## config.mk

```make
export PLATFORM = sky130hd
export DESIGN_NAME = rd_sel_arb_enc_flat
export DESIGN_NICKNAME = d
export VERILOG_FILES = /design/src/rtl/rd_sel_arb_enc_if.sv /design/src/rtl/rd_sel_arb_enc.sv /design/src/flat_wrapper.sv
export SDC_FILE = /design/constraint.sdc
export NUM_CORES = 1
export LEC_CHECK = 0
export CAP_MARGIN = 5
export CORE_MARGIN = 3
export CORE_UTILIZATION = 30
export DETAILED_ROUTE_END_ITERATION = 8
export GPL_TIMING_DRIVEN = 0
export PLACE_DENSITY = 0.6
export SLEW_MARGIN = 10
export SYNTH_ARGS = -nofsm -noshare
export SYNTH_HDL_FRONTEND = slang
export SYNTH_SLANG_ARGS = --single-unit
export TNS_END_PERCENT = 20
```

## constraint.sdc

```tcl
create_clock -name clk -period 4 [get_ports clk]
set_input_delay 0.8 -clock clk [delete_from_list [all_inputs] [get_ports clk]]
set_output_delay 0.8 -clock clk [all_outputs]
set_load 0.05 [all_outputs]
```

## src/rtl/rd_sel_arb_enc_if.sv

```systemverilog
// rd_sel_arb_enc_if: request/grant bundle between read channels and the queue read mux; lock_i exists only with RD_SEL_LOCK_EN
interface rd_sel_arb_enc_if #(
  parameter int NUM_CH = 4
);
  localparam int IDX_W = $clog2(NUM_CH);
  logic [NUM_CH-1:0] req_i;
  logic              mode_i;
  logic              out_ready_i;
`ifdef RD_SEL_LOCK_EN
  logic              lock_i;
`endif
  logic              grant_valid_o;
  logic [NUM_CH-1:0] grant_o;
  logic [IDX_W-1:0]  grant_idx_o;
  logic              err_o;
`ifdef RD_SEL_LOCK_EN
  modport master (output req_i, mode_i, out_ready_i, lock_i,
                  input grant_valid_o, grant_o, grant_idx_o, err_o);
  modport slave  (input req_i, mode_i, out_ready_i, lock_i,
                  output grant_valid_o, grant_o, grant_idx_o, err_o);
`else
  modport master (output req_i, mode_i, out_ready_i,
                  input grant_valid_o, grant_o, grant_idx_o, err_o);
  modport slave  (input req_i, mode_i, out_ready_i,
                  output grant_valid_o, grant_o, grant_idx_o, err_o);
`endif
endinterface

```

## src/rtl/rd_sel_arb_enc.sv

```systemverilog
// rd_sel_arb_enc: registered one-hot encoder / round-robin arbiter with valid-ready output; RD_SEL_LOCK_EN adds burst lock
module rd_sel_arb_enc #(
  parameter int NUM_CH = 4,
  localparam int IDX_W = $clog2(NUM_CH)
) (
  input logic clk,
  input logic rst,
  rd_sel_arb_enc_if.slave bus
);
  logic [IDX_W-1:0] ptr_q, ptr_nxt, adv_idx, oh_idx, rr_idx, idx_d;
  logic [IDX_W:0]   c;
  logic [NUM_CH-1:0] g_d;
  logic gmode_q, load, accept, lock, one_hot, rr_hit, gv_d, err_d;
  assign load = !bus.grant_valid_o || bus.out_ready_i;
  assign accept = bus.grant_valid_o && bus.out_ready_i;
`ifdef RD_SEL_LOCK_EN
  assign lock = bus.lock_i;
`else
  assign lock = 1'b0;
`endif
  assign one_hot = $onehot(bus.req_i);
  assign adv_idx = (bus.grant_idx_o == IDX_W'(NUM_CH - 1)) ? '0 : bus.grant_idx_o + 1'b1;
  // pointer only moves when a round-robin grant is accepted; a locked accept parks it on the granted channel
  // so the next scan starts there, and the scan uses this next value so back-to-back grants rotate correctly
  assign ptr_nxt = (accept && gmode_q) ? (lock ? bus.grant_idx_o : adv_idx) : ptr_q;
  // binary position of the set bit, meaningful only when req_i is one-hot
  always_comb begin
    oh_idx = '0;
    for (int i = 0; i < NUM_CH; i++)
      if (bus.req_i[i]) oh_idx = IDX_W'(i);
  end
  // scan from ptr_nxt upward with modulo wrap; iterating farthest-first lets the nearest hit win
  always_comb begin
    rr_idx = '0;
    rr_hit = 1'b0;
    c = '0;
    for (int i = NUM_CH - 1; i >= 0; i--) begin
      c = {1'b0, ptr_nxt} + (IDX_W + 1)'(i);
      c = (c >= (IDX_W + 1)'(NUM_CH)) ? c - (IDX_W + 1)'(NUM_CH) : c;
      if (bus.req_i[c[IDX_W-1:0]]) begin
        rr_idx = c[IDX_W-1:0];
        rr_hit = 1'b1;
      end
    end
  end
  // next output register contents; outputs hold unless the register is free or being accepted
  always_comb begin
    gv_d = bus.grant_valid_o;
    g_d = bus.grant_o;
    idx_d = bus.grant_idx_o;
    err_d = bus.err_o;
    if (load) begin
      gv_d = bus.mode_i ? rr_hit : one_hot;
      idx_d = gv_d ? (bus.mode_i ? rr_idx : oh_idx) : bus.grant_idx_o;
      err_d = !bus.mode_i && |bus.req_i && !one_hot;
      g_d = gv_d ? NUM_CH'(1) << idx_d : '0;
    end
  end
  // output, pointer and grant-mode registers; gmode_q remembers which mode produced the held grant
  always_ff @(posedge clk or posedge rst) begin
    if (rst) begin
      bus.grant_valid_o <= 1'b0;
      bus.grant_o <= '0;
      bus.grant_idx_o <= '0;
      bus.err_o <= 1'b0;
      ptr_q <= '0;
      gmode_q <= 1'b0;
    end else begin
      bus.grant_valid_o <= gv_d;
      bus.grant_o <= g_d;
      bus.grant_idx_o <= idx_d;
      bus.err_o <= err_d;
      ptr_q <= ptr_nxt;
      gmode_q <= load ? bus.mode_i : gmode_q;
    end
  end
endmodule

```

## src/flat_wrapper.sv

```systemverilog
// flat-port wrapper written by rule: the top's interface ports become plain ports
module rd_sel_arb_enc_flat 
#(
  parameter int NUM_CH = 4,
  localparam int IDX_W = $clog2(NUM_CH)
)
  (clk, rst, bus_req_i, bus_mode_i, bus_out_ready_i, bus_grant_valid_o, bus_grant_o, bus_grant_idx_o, bus_err_o);
  rd_sel_arb_enc_if #(.NUM_CH(NUM_CH)) bus_i ();
  input logic clk;
  input logic rst;
  input wire logic [$bits(bus_i.req_i)-1:0] bus_req_i;
  input wire logic [$bits(bus_i.mode_i)-1:0] bus_mode_i;
  input wire logic [$bits(bus_i.out_ready_i)-1:0] bus_out_ready_i;
  output wire logic [$bits(bus_i.grant_valid_o)-1:0] bus_grant_valid_o;
  output wire logic [$bits(bus_i.grant_o)-1:0] bus_grant_o;
  output wire logic [$bits(bus_i.grant_idx_o)-1:0] bus_grant_idx_o;
  output wire logic [$bits(bus_i.err_o)-1:0] bus_err_o;
  assign bus_i.req_i = bus_req_i;
  assign bus_i.mode_i = bus_mode_i;
  assign bus_i.out_ready_i = bus_out_ready_i;
  assign bus_grant_valid_o = bus_i.grant_valid_o;
  assign bus_grant_o = bus_i.grant_o;
  assign bus_grant_idx_o = bus_i.grant_idx_o;
  assign bus_err_o = bus_i.err_o;
  rd_sel_arb_enc #(.NUM_CH(NUM_CH)) u_core (.clk(clk), .rst(rst), .bus(bus_i));
endmodule
```

### Yosys cells after proc, flatten, opt, wreduce, memory -nomap -nowiden

Cells that the tools add are included.

| cells by class | value |
|---|---|
| add/sub/neg operators | 11 |
| order comparisons | 8 |
| eq/ne operators | 2 |
| shift operators | 1 |
| mux-type cells | 29 |
| reduce and logical (&&, ||, !) cells | 9 |

Operators by type and width:

| kind | number |
|---|---|
| 2-bit 2-to-1 mux | 14 |
| 2-bit by 3-bit less-than comparator with 1-bit output, second input constant | 4 |
| 1-bit 2-to-1 mux | 10 |
| 3-bit >= comparator, second input constant | 3 |
| 1-bit binary-select mux with 2-bit select | 4 |
| 2-bit by 1-bit subtractor with 2-bit output, second input constant | 4 |
| 2-bit by 2-bit adder with 3-bit output, second input constant | 2 |
| 1-bit by 1-bit adder with 2-bit output | 2 |
| 1-bit logical AND | 4 |
| 4-bit 2-to-1 mux | 1 |
| 4-bit OR reduction | 1 |
| 1-bit by 2-bit << shifter with 4-bit output, first input constant | 1 |
| 2-bit by 1-bit adder with 3-bit output, second input constant | 1 |
| 3-bit adder | 1 |
| 3-bit by 1-bit == test with 1-bit output, second input constant | 1 |
| 2-bit by 3-bit >= comparator with 1-bit output, second input constant | 1 |
| 1-bit zero test | 3 |
| 2-bit by 1-bit adder with 2-bit output, second input constant | 1 |
| 2-bit == test, second input constant | 1 |
| 1-bit logical OR | 1 |

| storage, ports and cells | value |
|---|---|
| register bits after elaboration | 11 |
| input port bits | 8 |
| output and inout bits | 8 |
| word-level logic and storage cells | 66 |

### Logic depth before layout (Yosys ltp)

Gate-level depths: netlist (run 1).

| depth | value |
|---|---|
| depth after elaboration | 16 |
| gate-level depth with buffers | 10 |
| depth with buffers taken out | 10 |

### Worst setup path before layout (run 1)

OpenSTA, ideal clock, no wires.

| timing | value |
|---|---|
| kind | input port to flip-flop |
| start | input bus_req_i[2] |
| end | register u_core.bus.grant_idx_o[0] |
| setup time | 0.125 ns |
| arrival | 2.614 ns |
| data required time | 3.875 ns |
| path slack | 1.261 ns |
| stages on the path | 9 |
| buffers on the path | 0 |
| cell sequence | inv_1 ha_1 ha_1 inv_1 fa_1 a31oi_1 a21oi_1 nor2b_1 mux2_2 |

| on the way | value |
|---|---|
| word-level cells in the longest chain between the ends | 8 |
| elaborated cells between the ends (all ways) | 24 |
| classes of those cells | add/sub (2); eq/ne (1); mux (21) |

Ends and longest elaborated chain:

| what | RTL line | source |
|---|---|---|
| start: declaration | flat_wrapper.sv:11 | `input wire logic [$bits(bus_i.req_i)-1:0] bus_req_i;` |
| 1-bit binary-select mux with 2-bit select | rd_sel_arb_enc.sv:40 | `if (bus.req_i[c[IDX_W-1:0]]) begin` |
| 1-bit 2-to-1 mux (implied by the code) | rd_sel_arb_enc.sv:40 |  |
| 2-bit 2-to-1 mux / 1-bit 2-to-1 mux (equally long branches) (4 in a row) | rd_sel_arb_enc.sv:40 |  |
| 2-bit 2-to-1 mux / 1-bit 2-to-1 mux (equally long branches) | rd_sel_arb_enc.sv:54, rd_sel_arb_enc.sv:53 |  |
| 2-bit 2-to-1 mux * | rd_sel_arb_enc.sv:54 | `idx_d = gv_d ? (bus.mode_i ? rr_idx : oh_idx) : bus.grant_idx_o;` |
| end signal: assignment | rd_sel_arb_enc.sv:71 | `bus.grant_idx_o <= idx_d;` |
| end: declaration | rd_sel_arb_enc_if.sv:25 | `output grant_valid_o, grant_o, grant_idx_o, err_o);` |

Mark *: on every way between the ends. The rest lies on a longest branch, timed or not. The select of a mux whose other input is x is not followed.
A chain may end at the register's enable or synchronous reset.

### Worst setup path after layout (run 1)

| timing | value |
|---|---|
| start | input bus_req_i[0] |
| end | register u_core.bus.grant_idx_o[0] |

The elaborated chain is that of the path after synthesis.

==> results of run 1 <==
-- worst paths after layout --
path,end,depth (start not counted),slack [ns]
max in group asynchronous,u_core.bus.grant_idx_o[1],2,2.90
setup / recovery,u_core.bus.grant_idx_o[0],10,0.54
min in group asynchronous,u_core.bus.grant_o[2],2,0.82
hold / removal,u_core.bus.err_o,2,0.49
setup reg to reg,u_core.bus.grant_idx_o[0],5,1.98
hold reg to reg,u_core.bus.err_o,2,0.49
-- cells by family (layout without fill, tap and decap cells) --
logic type | after synthesis | after routing | synth area share [%]
AND/OR/NAND/NOR | 23 | 23 | 16.4
adder cells (fa/ha/maj) | 8 | 8 | 13.3
multiplexers | 8 | 8 | 11.2
AO/OA/AOI/OAI | 19 | 19 | 17.5
buffers and inverters | 12 | 30 | 7.44
flip-flops | 11 | 11 | 34.1
-- worst max-delay path: stages --
cell and delay [ns]:
clkdlybuf4s50_1 0.62, inv_1 0.14, ha_1 0.30, ha_1 0.13, inv_1 0.05, fa_1 0.47
a31oi_1 0.11, a21oi_1 0.23, nor2b_1 0.38, mux2_2 0.38
-- routing by layer --
metal  GRT usage (%)  vias up  share of wire, %
li1                -      326                 -
met1            13.8      320                46
met2            18.9       17                49
met3            2.67        0               4.7
met4           0.993        0                 0
met5               0        -                 0
-- area by class of cell --
type	count	area, um2
Clock buffer	4	26.3
Multi-Input combinational cell	58	472
Sequential cell	11	275
Tap cell	30	37.5
Fill cell	258	1510
Buffer	2	22.5
Inverter	10	37.5
Timing Repair Buffer	14	140
-- registers in the layout (all words and copies together), names as in the netlist --
signal	count
u_core.bus.grant_valid_o	1
u_core.ptr_q	2
u_core.gmode_q	1
u_core.bus.err_o	1
u_core.bus.grant_idx_o	2
u_core.bus.grant_o	4
-- synthesized netlist by cell type (2+ instances only) --
cell	instances
a21oi_1	3
nand2_1	6
ha_1	7
o21ai_0	5
nand3_1	4
a32o_2	2
nand2b_1	3
o31ai_1	2
mux2i_1	3
buf_6	2
a211oi_1	2
inv_1	10
nor3_1	2
dfrtp_1	11
mux2_2	4
-- where the power goes --
group,internal [mW],switching (mW)
clock network,0.0385,0.0361
registers,0.146,0.0341
logic,0.132,0.188
==> flow_metrics.py, run 1 <==
metrics = {
    "outcome": {
        "outcome": "completed",
    },
    "clock_network": {
        "root_buffer": "clkbuf_4",
        "clockBufferDepth": 2,
        "clk_pin_slew_ns": 0.07,
        "cts_tree": "yes",
        "ctsHtreeMaxLevel": 1,
        "cts_hold_buffers": 0,
        "cts_num_sinks": 11,
        "cts_buffers": 3,
        "cts-resized-gates": 0,
        "post-cts-setup-buffers": 0,
        "clk_latency_ns": 0.26,
    },
    "layout": {
        "area_growth_pct": 25.3,
        "diodes": 0,
        "fin_nets": 116,
        "final_util_pct": 40.1,
        "design_area_um2": 1010,
        "layout_commonest_cell": "clkdlybuf4s50_1",
        "layout_common_cells": "14 x clkdlybuf4s50_1, 11 x dfrtp_1, 10 x inv_1",
        "fin_cells": 129,
        "drive_gt1_share_pct": 15.2,
    },
    "critical_path": {
        "crit_fanout": 8,
        "path_class": "primary input to flop",
        "arrival_ns": 3.61,
        "cp-start-kind": "primary input",
        "cp.required_ns": 4.15,
        "r2r-start": "u_core.bus.grant_idx_o[0]",
        "startpoint": "bus_req_i[0]",
        "cp-end-kind": "flop",
    },
    "timing": {
        "max_slew_margin_pct": 66.1,
        "tns_ns": 0,
        "hold_ws_ns": 0.488,
        "setup_viol": 0,
        "fin_crit_ns": 3.46,
        "skew_ns": 0.00117,
        "timing.fmax_mhz": 289,
        "rsz0062_at_grt": "no",
        "hold_violations": 0,
        "finalCritPeriodShare_pct": 86.5,
        "final-max-slew-violation-count": 0,
        "tightest_slew_ns": 0.508,
        "setup_ws_ns": 0.539,
    },
    "power_and_ir_drop": {
        "power_mw": 0.574,
        "leakagePower_nw": 0.454,
        "p_per_area_nw_per_um2": 568,
        "ir_drop_mv": 0.350,
    },
    "detailed_routing": {
        "first_pass_iters": 4,
        "dr_total_vias": 663,
        "drtIter0Drc": 11,
        "wl_per_cell_um": 13.0,
        "drc": 0,
        "routed_via_density": 5.14,
        "ant_nets": 0,
        "routed_wl_um": 1680,
    },
    "yosys": {
        "async_flop_share_pct": 100,
        "ys_ff_latch": 11,
        "synth.distinct_cells": 30,
        "avgSynthCellArea_um2": 9.96,
        "synth_edf_count": 0,
        "syn_inst": 81,
        "yosysWarnings": 0,
        "synth_top_cell_by_area": "dfrtp_1",
        "ys_seq_area_share_pct": 34.1,
        "synth_nets": 97,
        "netlist_area_um2": 807,
        "synth_top_area_share_pct": 34.1,
        "synth_ff_type": "dfrtp_1",
        "synth_area_leaders": "dfrtp_1 34%, ha_1 11%, mux2_2 5.6%, inv_1 4.7%, mux2i_1 3.7%",
    },
    "floorplanning": {
        "num_rows": 18,
        "dieHeight_um": 57.9,
        "die_width_um": 57.9,
        "die_area_um2": 3350,
        "initial_core_util_pct": 32.0,
        "num_io_pins": 16,
        "core_area_um2": 2520,
    },
    "min_path": {
        "worst_hold_path_type": "flop to flop",
        "min_from": "u_core.bus.err_o",
    },
    "place": {
        "dpl.hpwl_um": 1320,
        "place_inst": 125,
        "portBuffers": 14,
        "dpl_worst_slack_ns": 0.279,
        "gp_congestion": 0.722,
        "dpl-instance-area_um2": 985,
    },
    "global_routing": {
        "grt_pass1_vias": 635,
        "antenna_found_initial": 0,
        "grt_max_degree": 12,
        "grt_usage_pct": 10.7,
        "overflow": 0,
        "grt_pass1_wl_um": 2880,
    },
    "run": {
        "cap_viol_max_count": 0,
    },
}
(Power assumes the default switching activity.)
==> run 2, diff against run 1 <==
--- a/config.mk
+++ b/config.mk
@@ -9,8 +9,9 @@
 export CORE_MARGIN = 3
 export CORE_UTILIZATION = 30
 export DETAILED_ROUTE_END_ITERATION = 8
+export DONT_BUFFER_PORTS = 1
 export GPL_TIMING_DRIVEN = 0
-export PLACE_DENSITY = 0.6
+export PLACE_DENSITY = 0.53
 export SLEW_MARGIN = 10
 export SYNTH_ARGS = -nofsm -noshare
 export SYNTH_HDL_FRONTEND = slang
==> constraint.sdc (replaced) <==
create_clock -name clk -period 3.5 [get_ports clk]
set_input_delay 0.7 -clock clk [delete_from_list [all_inputs] [get_ports clk]]
set_output_delay 0.7 -clock clk [all_outputs]
set_load 0.05 [all_outputs]
==> run 2 against run 1 <==
Compared with the run above:
- combinational power decreased by 37%
- non-clock buffer count decreased by 14
- count of clock-buffer cells in the layout unchanged
- worst setup slack improved by 0.35 ns
- global-route usage increased by 0.46 points
- final cell count decreased by 11%
- first-iteration DRC count increased by 18%
- clock power increased by 14%
- sequential power increased by 68%
- power increased by 2.8%
==> flow_metrics.py, run 2 (synthesis gave the netlist of run 1 again) <==
metrics = {
    "power_and_ir_drop": {
        "leakagePower_nw": 0.401,
        "ir_drop_mv": 0.381,
        "power_mw": 0.590,
        "p_per_area_nw_per_um2": 678,
    },
    "critical_path": {
        "crit_chain": "inv_1 -> ha_1 -> ha_1 -> inv_1 -> fa_1 -> a31oi_1 -> a21oi_1 -> nor2b_1 -> mux2_2",
        "cp_top_family": "adder cells",
        "cp.depth": 9,
        "cpPeakStageDelay_ns": 0.48,
        "crit_buf_inv": 2,
        "slowest_stage": "fa_1",
        "cp-start-kind": "primary input",
        "arrival_ns": 2.76,
        "rr_worst_depth": 5,
        "cp.required_ns": 3.66,
        "startpoint": "bus_req_i[2]",
        "cp-end-kind": "flop",
        "path_class": "primary input to flop",
        "crit_fanout": 6,
        "r2r-start": "u_core.bus.grant_idx_o[0]",
    },
    "global_routing": {
        "grt_max_degree": 12,
        "antenna_found_initial": 0,
        "overflow": 0,
        "grt_usage_pct": 11.2,
        "grt_pass1_wl_um": 2850,
        "grt_pass1_vias": 612,
    },
    "min_path": {
        "worst_hold_path_type": "primary input to async pin",
    },
    "clock_network": {
        "cts_buffers": 3,
        "cts_hold_buffers": 0,
        "ctsHtreeMaxLevel": 1,
        "cts-resized-gates": 0,
        "post-cts-setup-buffers": 0,
        "clockBufferDepth": 2,
        "cts_num_sinks": 11,
        "root_buffer": "clkbuf_4",
        "clk_latency_ns": 0.27,
        "clk_pin_slew_ns": 0.07,
        "cts_tree": "yes",
    },
    "floorplanning": {
        "die_width_um": 57.9,
        "dieHeight_um": 57.9,
        "die_area_um2": 3350,
        "num_rows": 18,
        "initial_core_util_pct": 32.0,
        "num_io_pins": 16,
        "core_area_um2": 2520,
    },
    "layout": {
        "fin_nets": 102,
        "drive_gt1_share_pct": 17.6,
        "area_growth_pct": 7.91,
        "largest_reg_flops": 4,
        "top_regs": "u_core.bus.grant_o: 4 flops, u_core.bus.grant_idx_o: 2 flops, u_core.ptr_q: 2 flops",
        "layout_commonest_cell": "dfrtp_1",
        "largest-register": "u_core.bus.grant_o",
        "diodes": 0,
        "layout_common_cells": "11 x dfrtp_1, 10 x inv_1, 7 x ha_1",
        "final_util_pct": 34.5,
    },
    "detailed_routing": {
        "routed_wl_um": 1640,
        "first_pass_iters": 2,
        "routed_via_density": 5.17,
        "wl_per_cell_um": 14.2,
        "drtIter0Drc": 13,
        "ant_nets": 0,
        "drc": 0,
        "dr_total_vias": 594,
    },
    "outcome": {
        "outcome": "completed",
    },
    "place": {
        "portBuffers": 0,
        "dpl.hpwl_um": 1270,
        "gp_congestion": 0.792,
    },
    "timing": {
        "skew_ns": 0.00859,
        "hold_violations": 0,
        "setup_viol": 0,
        "rsz0062_at_grt": "no",
        "timing.fmax_mhz": 384,
        "max_slew_margin_pct": 59.7,
        "finalCritPeriodShare_pct": 74.5,
        "fin_crit_ns": 2.61,
        "final-max-slew-violation-count": 0,
        "tightest_slew_ns": 0.604,
        "tns_ns": 0,
    },
    "run": {
        "cap_viol_max_count": 0,
    },
}
run 2: cell types whose count changed in the layout (fill, tap and decap cells not counted), sizes merged:
cell	previous run	this run
clkdlybuf4s50	14	0
run 2: power by group:
| group | internal, mW | leakage, nW | switching, mW |
|---|---|---|---|
| combinational | 0.101 | 0.251 | 0.102 |
| sequential | 0.164 | 0.135 | 0.138 |
| clock | 0.0441 | 0.0150 | 0.0410 |
run 2: cell type report:
cell class | count | area (um2)
Clock buffer | 4 | 26.3
Buffer | 2 | 22.5
Fill cell | 275 | 1650
Tap cell | 30 | 37.5
Inverter | 10 | 37.5
Multi-Input combinational cell | 58 | 472
Sequential cell | 11 | 275
run 2: metal layers:
layer  part of all wire [%]  vias to the layer above  GRT usage, %  wire (um)
li1                       -                      295             -          -
met1                     49                      289          14.6        804
met2                     46                       10          17.3        757
met3                    4.6                        0          4.45         75
met4                      0                        0          2.98          0
met5                      0                        -             0          0
run 2: final timing paths:
kind	endpoint	slack, ns
max in group asynchronous	u_core.bus.err_o	2.89
min reg2reg	u_core.gmode_q	0.57
max	u_core.bus.grant_idx_o[0]	0.89
min in group clk	u_core.gmode_q	0.57
max reg2reg	u_core.bus.grant_idx_o[0]	1.10
min	u_core.bus.grant_o[3]	0.31
run 2: stage by stage:
step / setup WS, ns / instance area, um2 / instances / hold slack [ns]
after CTS: 0.876 / 871 / 115 / 0.312
after floorplan: 0.861 / 807 / 81 / 0.506
after global placement: 0.608 / 845 / 111 / 0.563
after global routing: 0.790 / 871 / 115 / 0.308
final: 0.894 / 871 / 115 / 0.307
after detailed placement: 0.598 / 845 / 111 / 0.561
==> run 3, diff against run 2 <==
==> constraint.sdc (replaced) <==
create_clock -name clk -period 2.4 [get_ports clk]
set_input_delay 0.48 -clock clk [delete_from_list [all_inputs] [get_ports clk]]
set_output_delay 0.48 -clock clk [all_outputs]
set_load 0.05 [all_outputs]
==> run 3 against run 2 <==
Compared with the run above:
- die area did not move
- flip-flop and latch count did not move
- critical endpoint is now u_core.bus.grant_o[0]
- critical path depth fell by 4
- clock skew fell by 0.0072 ns
- final cell count did not move
- combinational power rose by 49%
- global-route usage fell by 0.082 points
==> flow_metrics.py, run 3 (synthesis gave the netlist of run 1 again) <==
metrics = {
    "timing": {
        "max_slew_margin_pct": 63.8,
        "final-max-slew-violation-count": 0,
        "fin_crit_ns": 2.32,
        "skew_ns": 0.00143,
        "setup_viol": 0,
        "setup_ws_ns": 0.0815,
        "tightest_slew_ns": 0.542,
        "rsz0062_at_grt": "no",
        "hold_violations": 0,
        "timing.fmax_mhz": 431,
        "finalCritPeriodShare_pct": 96.6,
    },
    "global_routing": {
        "grt_max_degree": 12,
        "grt_usage_pct": 11.1,
        "overflow": 0,
        "grt_pass1_vias": 599,
        "grt_pass1_wl_um": 2840,
        "antenna_found_initial": 0,
    },
    "layout": {
        "fin_nets": 102,
        "largest_reg_flops": 4,
        "area_growth_pct": 8.37,
        "diodes": 0,
        "final_util_pct": 34.7,
        "drive_gt1_share_pct": 20.0,
        "top_regs": "u_core.bus.grant_o: 4 flops, u_core.bus.grant_idx_o: 2 flops, u_core.ptr_q: 2 flops",
        "design_area_um2": 875,
        "layout_common_cells": "10 x inv_1, 10 x dfrtp_1, 7 x ha_1",
        "largest-register": "u_core.bus.grant_o",
    },
    "power_and_ir_drop": {
        "p_per_area_nw_per_um2": 996,
        "leakagePower_nw": 0.401,
        "internal_power_mw": 0.454,
        "pwr-share-seq_pct": 50.9,
        "p_switching_mw": 0.417,
        "netSwitchingFraction_pct": 47.8,
        "share_comb_of_total_power_pct": 34.8,
        "p_clk_share_pct": 14.3,
        "ir_drop_mv": 0.549,
    },
    "clock_network": {
        "clockBufferDepth": 2,
        "ctsHtreeMaxLevel": 1,
        "cts_tree": "yes",
        "root_buffer": "clkbuf_4",
        "cts_num_sinks": 11,
        "cts_buffers": 3,
        "clk_pin_slew_ns": 0.07,
        "post-cts-setup-buffers": 0,
        "clk_latency_ns": 0.26,
    },
    "min_path": {
        "worst_hold_path_type": "primary input to async pin",
    },
    "detailed_routing": {
        "top_layer": "met3",
        "wl_per_cell_um": 14.3,
        "drc": 0,
        "drt-met1-wl_um": 748,
        "first_pass_iters": 4,
        "ant_nets": 0,
        "wl_met3_um": 114,
        "met2WireLength_um": 778,
        "drtIter0Drc": 17,
        "routed_via_density": 5.16,
        "dr_total_vias": 593,
        "routed_wl_um": 1640,
    },
    "place": {
        "dpl_worst_slack_ns": -0.192,
        "dpl.hpwl_um": 1280,
        "portBuffers": 0,
        "dpl-instance-area_um2": 847,
        "gp_congestion": 0.674,
    },
    "floorplanning": {
        "num_rows": 18,
        "core_area_um2": 2520,
        "die_area_um2": 3350,
        "dieHeight_um": 57.9,
        "die_width_um": 57.9,
        "initial_core_util_pct": 32.0,
        "num_io_pins": 16,
    },
    "critical_path": {
        "cp_top_family": "flip-flops",
        "cpPeakStageDelay_ns": 0.67,
        "crit_chain": "ha_1 -> mux2_4 -> mux2i_1 -> a311oi_1 -> o31ai_1",
        "cp-start-kind": "flop",
        "path_class": "flop to flop",
        "cp.required_ns": 2.52,
        "crit_buf_inv": 0,
        "crit_fanout": 4,
        "arrival_ns": 2.44,
        "cp-end-kind": "flop",
        "slowest_stage": "dfrtp_1",
    },
    "run": {
        "cap_viol_max_count": 0,
    },
    "outcome": {
        "outcome": "completed",
    },
}
[run 3: worst paths after layout]
kind,from,endpoint,slack (ns),cells past startpoint
worst max-delay path,u_core.bus.grant_idx_o[1],u_core.bus.grant_o[0],0.08,5
worst min-delay path,rst,u_core.bus.grant_o[2],0.09,1
worst max register to register,u_core.bus.grant_idx_o[1],u_core.bus.grant_o[0],0.08,5
worst min register to register,u_core.ptr_q[0],u_core.ptr_q[0],0.58,2
max in group asynchronous,rst,u_core.bus.grant_idx_o[0],2.00,1
min in group clk,bus_mode_i,u_core.gmode_q,0.51,2
[run 3: power groups by stage]
stage	combinational (mW)	clock (mW)	sequential [mW]
6_report	0.303	0.124	0.443
5_1_grt	0.339	0.139	0.457
2_1_floorplan	0.249	0	0.429
3_3_place_gp	0.290	0	0.447
3_5_place_dp	0.300	0	0.447
4_1_cts	0.306	0.129	0.445
[run 3: layout make-up]
cell class                      instances  area [um2]
Inverter                               10        37.5
Multi-Input combinational cell         58         474
Fill cell                             271        1650
Tap cell                               30        37.5
Sequential cell                        11         277
Buffer                                  2        22.5
Clock buffer                            4        26.3
[run 3: metrics by stage]
| stage | power [mW] | TNS (ns) | hold WS, ns | instances |
|---|---|---|---|---|
| 2_1_floorplan | 0.678 | 0 | 0.332 | 81 |
| 3_3_place_gp | 0.737 | -0.554 | 0.376 | 111 |
| 3_5_place_dp | 0.747 | -0.687 | 0.382 | 111 |
| 4_1_cts | 0.881 | 0 | 0.0951 | 115 |
| 5_1_grt | 0.935 | 0 | 0.103 | 115 |
| 6_report | 0.871 | 0 | 0.0891 | 115 |
[run 3: routing by layer]
layer  track usage, %  vias up
met3             5.12        0
met4             2.98        0
met5                0        -
li1                 -      299
met2             16.8       15
met1             14.4      279
[run 3: repair_timing]
action,4_1_cts,5_1_grt
gates resized for setup,1,0
setup endpoints to repair,2,0
hold buffers,0,0
